`config.mk`:
```
export PLATFORM = sky130hd
export DESIGN_NAME = pipe_hazard_ctrl_flat
export DESIGN_NICKNAME = d
export VERILOG_FILES = /design/src/rtl/pipe_hazard_ctrl_if.sv /design/src/rtl/pipe_hazard_ctrl.sv /design/src/flat_wrapper.sv
export SDC_FILE = /design/constraint.sdc
export NUM_CORES = 1
export LEC_CHECK = 0
export BUFFER_PORTS_ARGS = -buffer_cell sky130_fd_sc_hd__buf_2
export CAP_MARGIN = 5
export CORE_UTILIZATION = 45
export DETAILED_ROUTE_END_ITERATION = 6
export HOLD_SLACK_MARGIN = 0.05
export PLACE_DENSITY = 0.75
export SLEW_MARGIN = 20
export SYNTH_ARGS = -nofsm -noshare
export SYNTH_HDL_FRONTEND = slang
export SYNTH_SLANG_ARGS = --single-unit
export TNS_END_PERCENT = 100
```
`constraint.sdc`:
```
create_clock -name clk -period 2.2 [get_ports clk]
set_input_delay 0.11 -clock clk [delete_from_list [all_inputs] [get_ports clk]]
set_output_delay 0.11 -clock clk [all_outputs]
set_load 0.05 [all_outputs]
```
`src/rtl/pipe_hazard_ctrl_if.sv`:
```
// Hazard-control bundle between the pipeline stages and the stall/flush scheduler.
interface pipe_hazard_ctrl_if #(
   parameter int XLEN  = 64,
   parameter int CNT_W = 32
);
   logic             if_stall_req_i;
   logic             id_loaduse_req_i;
   logic             ex_stall_req_i;
   logic             mem_stall_req_i;
   logic             ex_redirect_valid_i;
   logic [XLEN-1:0]  ex_redirect_pc_i;
   logic             trap_valid_i;
   logic [XLEN-1:0]  trap_pc_i;
   logic [5:0]       stall_valid_o;
   logic [5:0]       flush_valid_o;
   logic             pc_redirect_valid_o;
   logic [XLEN-1:0]  pc_redirect_o;
   logic [CNT_W-1:0] stall_cnt_o;

   modport master (
      output if_stall_req_i, id_loaduse_req_i, ex_stall_req_i, mem_stall_req_i,
      output ex_redirect_valid_i, ex_redirect_pc_i, trap_valid_i, trap_pc_i,
      input  stall_valid_o, flush_valid_o, pc_redirect_valid_o, pc_redirect_o, stall_cnt_o
   );

   modport slave (
      input  if_stall_req_i, id_loaduse_req_i, ex_stall_req_i, mem_stall_req_i,
      input  ex_redirect_valid_i, ex_redirect_pc_i, trap_valid_i, trap_pc_i,
      output stall_valid_o, flush_valid_o, pc_redirect_valid_o, pc_redirect_o, stall_cnt_o
   );
endinterface

```
`src/rtl/pipe_hazard_ctrl.sv`:
```
// Stall/flush scheduler for the 5-stage pipeline; defers redirects while a fetch is outstanding.
//   state | meaning
//   RUN   | normal issue, redirects go straight to the PC
//   PEND  | redirect owed in pend_pc, wrong-path fetch still in flight
module pipe_hazard_ctrl #(
   parameter int XLEN  = 64,
   parameter int CNT_W = 32
) (
   input logic               clk,
   input logic               rst,
   pipe_hazard_ctrl_if.slave hz
);
   typedef enum logic {RUN, PEND} state_t;

   state_t           state_q, state_d;
   logic [XLEN-1:0]  pend_pc_q, pend_pc_d;
   logic [CNT_W-1:0] stall_cnt_q, stall_cnt_d;

   logic [5:0]       stall, flush;
   logic             redir_vld;
   logic [XLEN-1:0]  redir_pc;

   always_comb begin
      stall     = 6'b0;
      flush     = 6'b0;
      redir_vld = 1'b0;
      redir_pc  = '0;
      state_d   = state_q;
      pend_pc_d = pend_pc_q;
      if (!rst) begin
         flush     = 6'b011110;
         state_d   = RUN;
         pend_pc_d = '0;
      end else if (state_q == RUN) begin
         if (hz.trap_valid_i && !hz.mem_stall_req_i) begin
            flush = 6'b001110;
            if (hz.if_stall_req_i) begin
               stall     = 6'b000001;
               pend_pc_d = hz.trap_pc_i;
               state_d   = PEND;
            end else begin
               redir_vld = 1'b1;
               redir_pc  = hz.trap_pc_i;
            end
         end else if (hz.mem_stall_req_i) begin
            stall = 6'b001111;
            flush = 6'b010000;
         end else if (hz.ex_stall_req_i) begin
            stall = 6'b000111;
            flush = 6'b001000;
         end else if (hz.ex_redirect_valid_i) begin
            flush = 6'b000110;
            if (hz.if_stall_req_i) begin
               stall     = 6'b000001;
               pend_pc_d = hz.ex_redirect_pc_i;
               state_d   = PEND;
            end else begin
               redir_vld = 1'b1;
               redir_pc  = hz.ex_redirect_pc_i;
            end
         end else if (hz.id_loaduse_req_i) begin
            stall = 6'b000011;
            flush = 6'b000100;
         end else if (hz.if_stall_req_i) begin
            stall = 6'b000001;
            flush = 6'b000010;
         end
      end else begin
         // ID/EX keep taking bubbles until the owed redirect reaches the PC
         if (hz.mem_stall_req_i) begin
            stall = 6'b001111;
            flush = 6'b010000;
         end else if (hz.trap_valid_i) begin
            flush     = 6'b001110;
            pend_pc_d = hz.trap_pc_i;
            if (hz.if_stall_req_i) begin
               stall = 6'b000001;
            end else begin
               redir_vld = 1'b1;
               redir_pc  = hz.trap_pc_i;
               state_d   = RUN;
            end
         end else if (hz.if_stall_req_i) begin
            stall = 6'b000001;
            flush = 6'b000110;
         end else begin
            flush     = 6'b000110;
            redir_vld = 1'b1;
            redir_pc  = pend_pc_q;
            state_d   = RUN;
         end
      end
   end

   always_comb begin
      stall_cnt_d = stall_cnt_q;
      if (!rst)
         stall_cnt_d = '0;
      else if (stall[0] && (stall_cnt_q != '1))
         stall_cnt_d = stall_cnt_q + CNT_W'(1);
   end

   always_ff @(posedge clk) begin
      state_q     <= state_d;
      pend_pc_q   <= pend_pc_d;
      stall_cnt_q <= stall_cnt_d;
   end

   assign hz.stall_valid_o       = stall;
   assign hz.flush_valid_o       = flush;
   assign hz.pc_redirect_valid_o = redir_vld;
   assign hz.pc_redirect_o       = redir_pc;
   assign hz.stall_cnt_o         = stall_cnt_q;
endmodule

```
`src/flat_wrapper.sv`:
```
// flat-port wrapper written by rule: the top's interface ports become plain ports
module pipe_hazard_ctrl_flat 
#(
   parameter int XLEN  = 64,
   parameter int CNT_W = 32
)
  (clk, rst, hz_if_stall_req_i, hz_id_loaduse_req_i, hz_ex_stall_req_i, hz_mem_stall_req_i, hz_ex_redirect_valid_i, hz_ex_redirect_pc_i, hz_trap_valid_i, hz_trap_pc_i, hz_stall_valid_o, hz_flush_valid_o, hz_pc_redirect_valid_o, hz_pc_redirect_o, hz_stall_cnt_o);
  pipe_hazard_ctrl_if #(.XLEN(XLEN), .CNT_W(CNT_W)) hz_i ();
  input logic clk;
  input logic rst;
  input wire logic [$bits(hz_i.if_stall_req_i)-1:0] hz_if_stall_req_i;
  input wire logic [$bits(hz_i.id_loaduse_req_i)-1:0] hz_id_loaduse_req_i;
  input wire logic [$bits(hz_i.ex_stall_req_i)-1:0] hz_ex_stall_req_i;
  input wire logic [$bits(hz_i.mem_stall_req_i)-1:0] hz_mem_stall_req_i;
  input wire logic [$bits(hz_i.ex_redirect_valid_i)-1:0] hz_ex_redirect_valid_i;
  input wire logic [$bits(hz_i.ex_redirect_pc_i)-1:0] hz_ex_redirect_pc_i;
  input wire logic [$bits(hz_i.trap_valid_i)-1:0] hz_trap_valid_i;
  input wire logic [$bits(hz_i.trap_pc_i)-1:0] hz_trap_pc_i;
  output wire logic [$bits(hz_i.stall_valid_o)-1:0] hz_stall_valid_o;
  output wire logic [$bits(hz_i.flush_valid_o)-1:0] hz_flush_valid_o;
  output wire logic [$bits(hz_i.pc_redirect_valid_o)-1:0] hz_pc_redirect_valid_o;
  output wire logic [$bits(hz_i.pc_redirect_o)-1:0] hz_pc_redirect_o;
  output wire logic [$bits(hz_i.stall_cnt_o)-1:0] hz_stall_cnt_o;
  assign hz_i.if_stall_req_i = hz_if_stall_req_i;
  assign hz_i.id_loaduse_req_i = hz_id_loaduse_req_i;
  assign hz_i.ex_stall_req_i = hz_ex_stall_req_i;
  assign hz_i.mem_stall_req_i = hz_mem_stall_req_i;
  assign hz_i.ex_redirect_valid_i = hz_ex_redirect_valid_i;
  assign hz_i.ex_redirect_pc_i = hz_ex_redirect_pc_i;
  assign hz_i.trap_valid_i = hz_trap_valid_i;
  assign hz_i.trap_pc_i = hz_trap_pc_i;
  assign hz_stall_valid_o = hz_i.stall_valid_o;
  assign hz_flush_valid_o = hz_i.flush_valid_o;
  assign hz_pc_redirect_valid_o = hz_i.pc_redirect_valid_o;
  assign hz_pc_redirect_o = hz_i.pc_redirect_o;
  assign hz_stall_cnt_o = hz_i.stall_cnt_o;
  pipe_hazard_ctrl #(.XLEN(XLEN), .CNT_W(CNT_W)) u_core (.clk(clk), .rst(rst), .hz(hz_i));
endmodule
```
==> results of run 1 <==
==> sequential cells by signal, indices dropped and copies added, names as in the netlist <==
register	cells
u_core.pend_pc_q	64
u_core.hz.stall_cnt_o	32
u_core.state_q	1
==> cells in the mapped netlist <==
library cell and instances:
or4b_1 1, inv_2 1, buf_1 7, o211a_1 2, a31oi_1 1, nand4_1 8
o41ai_1 3, and3_1 3, o211ai_1 1, and2_1 3, ha_1 1, a21oi_1 87
o31ai_1 12, nor3b_1 2, or4_1 12, nor4b_1 1, a2111oi_4 1, nor2_1 204
nor4_1 4, o21ai_0 77, nand4b_1 1, or2_2 1, nor4_2 2, xnor2_1 1
nand2b_1 4, a22oi_1 64, o311ai_0 3, inv_1 10, buf_4 4, nor3_1 7
mux2i_1 6, o2111ai_1 3, buf_2 9, nand3_1 11, conb_1 1, or3_1 9
dfxtp_1 97, nor2b_1 2, o21ai_1 2, nand2_1 92, clkbuf_1 72, o21bai_1 1
and4_1 1, a311oi_1 64
==> worst min-delay path: stages <==
cell	delay [ps]
buf_2	110
o21ai_0	60
a311oi_1	80
==> per-layer routing <==
layer  vias to the layer above  wire [µm]  global-route usage [%]
met5                         -          0                       0
li1                       3889          -                       -
met4                         0        584                    12.8
met3                        57       1740                    6.13
met2                       437      11100                    52.5
met1                      3814       9580                    39.5
==> cell families (layout without fill, tap and decap cells) <==
group / Yosys count / after routing
AO/OA/AOI/OAI: 321 / 321
buffers and inverters: 103 / 415
XOR/XNOR: 1 / 1
other: 1 / 6
adder cells (fa/ha/maj): 1 / 1
AND/OR/NAND/NOR: 368 / 368
flip-flops: 97 / 97
multiplexers: 6 / 6
==> repair_timing <==
item | in CTS | in global routing
setup buffers | 0 | 3
cloned | 0 | 2
hold buffers | 113 | 1
resized for setup | 1 | 15
endpoints found under the hold margin | 62 | 1
setup endpoints to repair | 33 | 77
pin swaps | 0 | 1
==> power by group <==
part,leakage [nW],internal (mW),switching (mW),total [mW]
Clock,0.145,0.858,0.700,1.56
Combinational,2.85,0.515,0.821,1.34
Sequential,0.799,1.86,0.0739,1.94
==> path summary, 6_finish.rpt <==
check | depth (start not counted) | start | to | slack, ps
max | 7 | u_core.state_q$_SDFF_PN0_ | u_core.pend_pc_q[41]$_SDFFE_PN0P_ | 80
min reg2reg | 1 | u_core.hz.stall_cnt_o[6]$_SDFFE_PN0P_ | u_core.hz.stall_cnt_o[6]$_SDFFE_PN0P_ | 490
max reg2reg | 7 | u_core.state_q$_SDFF_PN0_ | u_core.pend_pc_q[41]$_SDFFE_PN0P_ | 80
min | 3 | hz_trap_pc_i[56] | u_core.pend_pc_q[56]$_SDFFE_PN0P_ | 60
==> layout make-up <==
| cell class | count | share of cell area (%) |
|---|---|---|
| multi-input cells | 701 | 44.8 |
| inverters | 11 | 0.509 |
| well taps | 176 | 2.30 |
| flip-flops and latches | 97 | 20.5 |
| repair buffers | 388 | 28.8 |
| diodes | 2 | 0.0522 |
| clock buffers | 12 | 2.78 |
| clock inverters | 4 | 0.274 |
==> placed cells by master (no fill, tap or decap), types with 10 or more instances in the layout <==
cell / synthesis / routed
inv_1: 10 / 10
dfxtp_2: 0 / 10
dlygate4sd3_1: 0 / 114
a21oi_1: 87 / 87
nor2_1: 204 / 138
a311oi_1: 64 / 63
dfxtp_1: 97 / 84
buf_4: 4 / 25
nand2_1: 92 / 92
clkbuf_16: 0 / 11
nand3_1: 11 / 11
o21ai_0: 77 / 77
nor2_4: 0 / 60
o31ai_1: 12 / 12
a22oi_1: 64 / 64
or4_1: 12 / 12
buf_2: 9 / 229
clkbuf_4: 0 / 10
==> metrics by stage <==
stage / hold WS, ps / instance area [µm²]
after floorplan: 258 / 6630
after global placement: 389 / 8020
after detailed placement: 392 / 8020
after CTS: 50.7 / 9450
after global routing: 64.0 / 9590
final: 61.2 / 9590
==> metrics, run 1 <==
global route total overflow 0; Pleak 3.80 nW; vias in the first global route 7,690; Post-Layout Cell Count 1,391; Sinks on Clock Net 97; Syn. warnings 0; fmax approximately 0.47 GHz; CP max stage cell dlygate4sd3_1; routability cong. 0.911; H-tree depth 3; CTS tree done; Skew-Pair Late Insertion Delay ~350 ps; Worst Setup End Kind flop; Area growth syn-to-layout 56.4%; fin nets roughly 1.3k; placed instance count 1,254; num ports 245; hpwl dp 13,200 µm; Yosys top cell by area dfxtp_1; sequential-to-total area share from yosys stat between 30% and 40%; worst vdd ir 0.489 mV; WP buf/inv 4; pwr dens 504 nW/µm²; Final Util 72.4%; worst hold path type in2reg; Synth Cell Area 6130 µm²; Rel. slew slack 54.4%; storage element area about 2000 µm²; Cells after Synth between 800 and 900; max cap viols 0; Worst Skew 7.02 ps; Post-Synth XOR/XNOR Area 0.143%; top-area cell type share of the netlist area 31.7%; clock tree buffer depth 2; multi-input logic area 4300 µm²; WL final 23,000 µm; Final ANT Viol Nets 0; total negative slack 0 ps; DR pass1 iterations 6; critical path cell sequence inv_1, a21oi_1, nor3_4, buf_4, clkbuf_16, a311oi_1, dlygate4sd3_1; DRC 0; final worst path period need around 2100 ps; core footprint 13,200 µm²; Via density 5.89; initial antenna violation count 2; Worst path max stage delay around 600 ps; max-slew violations 0; Via Count between 8k and 9k; largest family of logic cells by synthesized area compound AO/OA/AOI/OAI gates; CP delay by family, top buffers and inverters; Iter 0 DRT Violations 858; first-pass GRT wire length 36,500 µm; WS Path Type reg2reg; mux contribution to synthesized area 0.980%; Fin. Hold Viols 0; final setup margin 81.4 ps; Row Count 42; CP Data Required Time 2500 ps; fillers 1,075; synth unique cells 44; PnR Total Power 4.83 mW; Initial Utilization 46.3%; largest net degree at the start of global routing 102; chip width 119 µm; die height 119 µm; CTS buffer count 9; worst-margin pin slew 684 ps; CTS clk-pin slew, worst paths 70 ps; final-report setup violation count 0; Yosys reg bits 97; Synth Area in Compound Gates 34.4%; Setup crit start kind flop; port bufs 240; root buffer cell clkbuf_16; Synth area leaders dfxtp_1 (32%), nor2_1 (12%), a311oi_1 (9.1%); die area 14,100 µm²; Post-Synth Adder-Cell Area less than 1%; All-Layer GR Usage 31.4%; simple-gate portion of the synthesized area between 20% and 30%; routed len/inst 16.5 µm; WP data arrival 2410 ps; Avg Synthesized Cell Area 6.83 µm²; CP max FO 28; Tcrit/Tclk final 96.3%; layout cells sized above 1 31.3%; status completed; worst slack at placement about 140 ps
No activity file was read; power rests on OpenSTA's default activity.
==> inputs of run 2 (changes only) <==
- CORE_UTILIZATION: 45 -> 30
- PLACE_DENSITY: 0.75 -> 0.53
- SLEW_MARGIN: 20 -> default
==> run 2 against run 1 <==
  * Count of clock-buffer cells in the layout fell by 3
  * Fmax hardly changed
  * Sequential share of layout area down 0.17 points
  * Critical path type is now reg2out
  * Clock skew grew 4.4 ps
  * Hold slack worse by 3.3 ps
  * Setup slack better by 1.8 ps
  * Total power shrank 0.58%
  * Sequential power hardly changed
  * Critical path depth increased by 1
  * Routed wire length is 4.6% higher
==> metrics, run 2 (synthesis gave the netlist of run 1 again) <==
root buffer cell clkbuf_16; r2r endpoint u_core.pend_pc_q[51]$_SDFFE_PN0P_; H-tree depth 3; Via Count 7,770; fmax 0.472 GHz; num ports 245; vias in the first global route approximately 7.5k; Critical Path Stages 8; R2R Path Start u_core.state_q$_SDFF_PN0_; Largest register FFs 64; core footprint 19,700 µm²; routed len/inst 16.5 µm; CP delay by family, top buffers and inverters; worst-margin pin slew 1030 ps; CP Data Required Time around 2100 ps; CTS buffer count 9; Worst Setup End Kind output pin; critical path cell sequence nor3b_4, buf_4, clkbuf_16, a22oi_1, nor2_1, a21oi_1, nor2_4, buf_4; Tcrit/Tclk final 96.2%; WP buf/inv 3; hpwl dp 14,800 µm; DRC 0; die height 145 µm; WS Path Type reg2out; max-slew violations 0; chip width 145 µm; pwr dens between 400 and 500 nW/µm²; Pleak 3.70 nW; storage element area 1970 µm²; port bufs 240; multi-input logic area 4300 µm²; r2r worst-path depth 8; first-pass GRT wire length about 40,000 µm; Via density about 5.3; Worst path max stage delay 390 ps; All-Layer GR Usage 22.3%; global route total overflow 0; initial antenna violation count 3; Final ANT Viol Nets 0; Iter 0 DRT Violations 373; worst hold path type in2reg; Row Count 51; commonest non-fill, non-tap cells in the layout buf_2 (177), nor2_1 (138), nand2_1 (92); Fin. Hold Viols 0; RSZ-0062 raised after global routing yes; final-report setup violation count 0; R2R Setup Slk 110 ps; Setup crit start kind flop; max cap viols 0; Initial Utilization 31.1%; Sinks on Clock Net between 90 and 100; Rel. slew slack a little under a third; most frequent CP cell buf_4; Worst Skew 11.4 ps; CP max stage cell dfxtp_4; WP data arrival 2010 ps; fin area 9670 µm²; CP max FO 16; worst vdd ir 0.312 mV; die area 21,000 µm²; WL final 24,000 µm; CTS clk-pin slew, worst paths 70 ps; DR pass1 iterations 5; fillers 1,969; CTS tree done; largest net degree at the start of global routing 102; routability cong. 0.834; clock tree buffer depth 2; layout cells sized above 1 32.3%; commonest non-fill, non-tap cell in the layout buf_2; Cell Area, Placed 8190 µm²; final worst path period need ~2100 ps; fin nets 1,325; PnR Total Power 4.80 mW; largest register by flop count u_core.pend_pc_q; status completed; Critical Path End hz_pc_redirect_o[44]; Skew-Pair Late Insertion Delay 350 ps; Area growth syn-to-layout 57.7%; Critical Path Source u_core.state_q$_SDFF_PN0_
run 2: cell types whose count changed in the layout (fill, tap and decap cells not counted), moves of 3 or more:
cell | previous run | this run
inv_6 | 0 | 3
clkbuf_8 | 3 | 0
buf_2 | 229 | 177
dlygate4sd3_1 | 114 | 91
clkbuf_4 | 10 | 0
buf_4 | 25 | 85
run 2: area by class of cell:
type                    instances  area share (%)
diodes                          1          0.0259
clock buffers                   9            2.33
clock inverters                 7           0.543
inverters                      11           0.505
multi-input cells             701            44.4
flip-flops and latches         97            20.3
well taps                     265            3.43
repair buffers                368            28.4
run 2: repair_timing:
item,in CTS,in global routing
setup buffers,1,0
pin swaps,0,1
gates cloned,1,2
hold buffers,91,0
setup endpoints to repair,60,74
gates resized for setup,64,8
hold endpoints to repair,63,0
run 2: worst min path at each step:
stage | start | to | slack [ps] | depth (start not counted)
CTS | hz_ex_redirect_pc_i[37] | u_core.pend_pc_q[37]$_SDFFE_PN0P_ | 50 | 3
floorplan | rst | u_core.hz.stall_cnt_o[8]$_SDFFE_PN0P_ | 260 | 2
detailed placement | hz_ex_redirect_pc_i[30] | u_core.pend_pc_q[30]$_SDFFE_PN0P_ | 390 | 3
global route | hz_trap_pc_i[26] | u_core.pend_pc_q[26]$_SDFFE_PN0P_ | 60 | 3
global placement | hz_ex_redirect_pc_i[63] | u_core.pend_pc_q[63]$_SDFFE_PN0P_ | 390 | 3
finish | hz_trap_pc_i[47] | u_core.pend_pc_q[47]$_SDFFE_PN0P_ | 60 | 3
run 2: per-stage QoR:
| step | setup WS (ps) | hold WS [ps] | utilization [%] | std cells | TNS [ps] |
|---|---|---|---|---|---|
| 2_1_floorplan | -124 | 258 | - | 901 | -124 |
| 3_3_place_gp | 116 | 392 | 41.6 | 1347 | 0 |
| 3_5_place_dp | 81.2 | 395 | 41.6 | 1347 | 0 |
| 4_1_cts | 21.0 | 50.7 | 48.6 | 1456 | 0 |
| 5_1_grt | -44.6 | 58.3 | 49.0 | 1459 | -178 |
| 6_report | 83.1 | 57.9 | 49.0 | 1459 | 0 |
run 2: worst register-to-register path: stages, from the launching register on:
cell	delay (ps)
dfxtp_4	390
inv_1	100
a21oi_1	90
nor3_2	250
buf_12	180
buf_12	150
nor2_1	50
a311oi_1	230
dlygate4sd3_1	580
run 2: power by group:
part / switching (mW) / internal (mW) / total [mW]
registers: 0.0735 / 1.86 / 1.94
logic: 0.806 / 0.508 / 1.31
clock network: 0.773 / 0.780 / 1.55
total: 1.65 / 3.15 / 4.80
run 2: per-layer routing:
metal | vias to the layer above | part of all wire (%) | global-route usage (%)
met5 | - | 0.054 | 0
met4 | 2 | 1.5 | 6.01
met1 | 3647 | 47 | 30.6
met2 | 242 | 46 | 35.8
met3 | 26 | 5.4 | 3.52
li1 | 3853 | - | -
==> inputs of run 3 (changes only) <==
- CORE_ASPECT_RATIO: default -> 1.25
- PLACE_DENSITY: 0.53 -> 0.51
- clock period: 2.2 -> 2.3 ns (I/O delays scaled with it)
==> run 3 against run 2 <==
  * Critical path depth is 1 lower
  * Routed wire length barely moved
  * Cell count rose by 0.21%
  * Total power fell by 3.0%
  * Critical endpoint is now hz_pc_redirect_o[16]
  * Sequential share of layout area rose by 0.50 points
  * Final area shrank 3.0%
  * Hold slack is essentially flat
  * Sequential cell count did not move
  * The run now ends with design-rule violations left
==> metrics, run 3 (synthesis gave the netlist of run 1 again) <==
Gate power share 26.5%; Final ANT Viol Nets 0; CP max FO 31; Fin. Hold Viols 0; first-pass GRT wire length 37,000 µm; fmax ~0.45 GHz; global route total overflow 0; commonest non-fill, non-tap cell in the layout buf_2; commonest non-fill, non-tap cells in the layout buf_2 (238), nor2_1 (142), nand2_1 (92); status finished, violations left; routability cong. ~0.8; placed instance count approximately 1.4k; core footprint 20,100 µm²; initial antenna violation count 1; hpwl dp 14,900 µm; internal power 3.13 mW; pwr dens around 500 nW/µm²; Sinks on Clock Net 97; root buffer cell clkbuf_16; CTS clk-pin slew, worst paths 70 ps; WL final 24,000 µm; CTS buffer count 9; Rel. slew slack 56.3%; max cap viols 0; P_sw around 1.5 mW; layout cells sized above 1 31.8%; failing checks design-rule violations; worst vdd ir 0.312 mV; max-slew violations 0; DR pass1 iterations 7; Tcrit/Tclk final 95.8%; Row Count 58; largest net degree at the start of global routing 80; Via density 5.33; vias in the first global route 7,224; Via Count about 8k; CP Data Required Time approximately 2200 ps; total negative slack 0 ps; Area growth syn-to-layout 53.0%; Pleak 3.70 nW; H-tree depth 3; CTS tree done; Post-Layout Cell Count ~1.5k; WS Path Type reg2out; R2R Path Start u_core.state_q$_SDFF_PN0_; Largest register FFs 64; RSZ-0062 raised after global routing yes; final-report setup violation count 0; DRC 1; Worst Skew 7.97 ps; final worst path period need approximately 2200 ps; Clock Power Share 33.9%; chip width 130 µm; Critical Path Source u_core.state_q$_SDFF_PN0_; worst-margin pin slew around 650 ps; Iter 0 DRT Violations 569; sw frac 32.9%; start point of the worst hold path hz_ex_redirect_pc_i[56]; Setup crit start kind flop; All-Layer GR Usage roughly 22%; Initial Utilization 30.5%; WP data arrival around 2100 ps; Skew-Pair Late Insertion Delay between 300 and 400 ps; Worst Setup End Kind output pin; routed len/inst 16.4 µm; fin nets 1,323; die area 21,000 µm²; num ports 245; die height 162 µm; clock tree buffer depth 2; largest register by flop count u_core.pend_pc_q; sequential power share 39.6%; port bufs 240; worst hold path type in2reg
-- run 3: cell count changes in the layout (fill, tap and decap cells not counted), sizes merged, moves of 2 or more --
cell	previous run	this run
dlygate4sd3	91	84
buf	274	278
clkbuf	11	14
inv	14	12
-- run 3: repair_timing --
| item | in CTS | in global routing |
|---|---|---|
| endpoints found under the setup margin | 0 | 69 |
| hold buffers | 84 | 0 |
| hold endpoints to repair | 58 | 0 |
| gates resized for setup | 0 | 12 |
| setup buffers | 0 | 4 |
-- run 3: worst max-delay path: stages (launching register included) --
cell and delay, ps:
dfxtp_4 430, nor3b_4 300, buf_6 340, a22oi_1 110
nor2_1 110, a21oi_1 80, nor2_4 80, buf_2 260
-- run 3: layout make-up --
cell class / count / area, µm²
fillers: 2125 / 10700
multi-input cells: 701 / 4180
repair buffers: 366 / 2550
flip-flops and latches: 97 / 1950
well taps: 270 / 338
clock buffers: 10 / 239
clock inverters: 6 / 66.3
inverters: 11 / 48.8
diodes: 1 / 2.50
-- run 3: metal layers --
layer,GRT usage [%],share of wire [%],up-vias
met3,3.19,4.7,25
met4,7.29,1.7,0
met5,0,0,-
met1,27.4,43,3693
met2,37.9,50,230
li1,-,-,3848
-- run 3: through the flow --
stage	power (mW)	util (%)	hold WS, ps	setup WS, ps	cell area (µm²)
2_1_floorplan	2.59	-	263	-29.0	6500
6_report	4.66	46.6	58.1	97.1	9380
3_3_place_gp	2.97	40.3	395	237	8110
3_5_place_dp	2.97	40.3	397	222	8110
5_1_grt	4.91	46.6	59.2	-21.7	9380
4_1_cts	4.69	46.0	50.0	8.43	9260
-- run 3: final timing paths --
path,endpoint,slack [ps],cells past startpoint
min,u_core.pend_pc_q[56]$_SDFFE_PN0P_,60,3
min reg2reg,u_core.hz.stall_cnt_o[8]$_SDFFE_PN0P_,480,2
max reg2reg,u_core.pend_pc_q[36]$_SDFFE_PN0P_,110,8
max,hz_pc_redirect_o[16],100,7
-- run 3: power groups by stage --
stage          logic [mW]  clock network [mW]  registers, mW
5_1_grt              1.35                1.70           1.86
2_1_floorplan       0.685                   0           1.91
3_5_place_dp         1.09                   0           1.88
4_1_cts              1.20                1.64           1.84
3_3_place_gp         1.09                   0           1.88
6_report             1.23                1.58           1.85
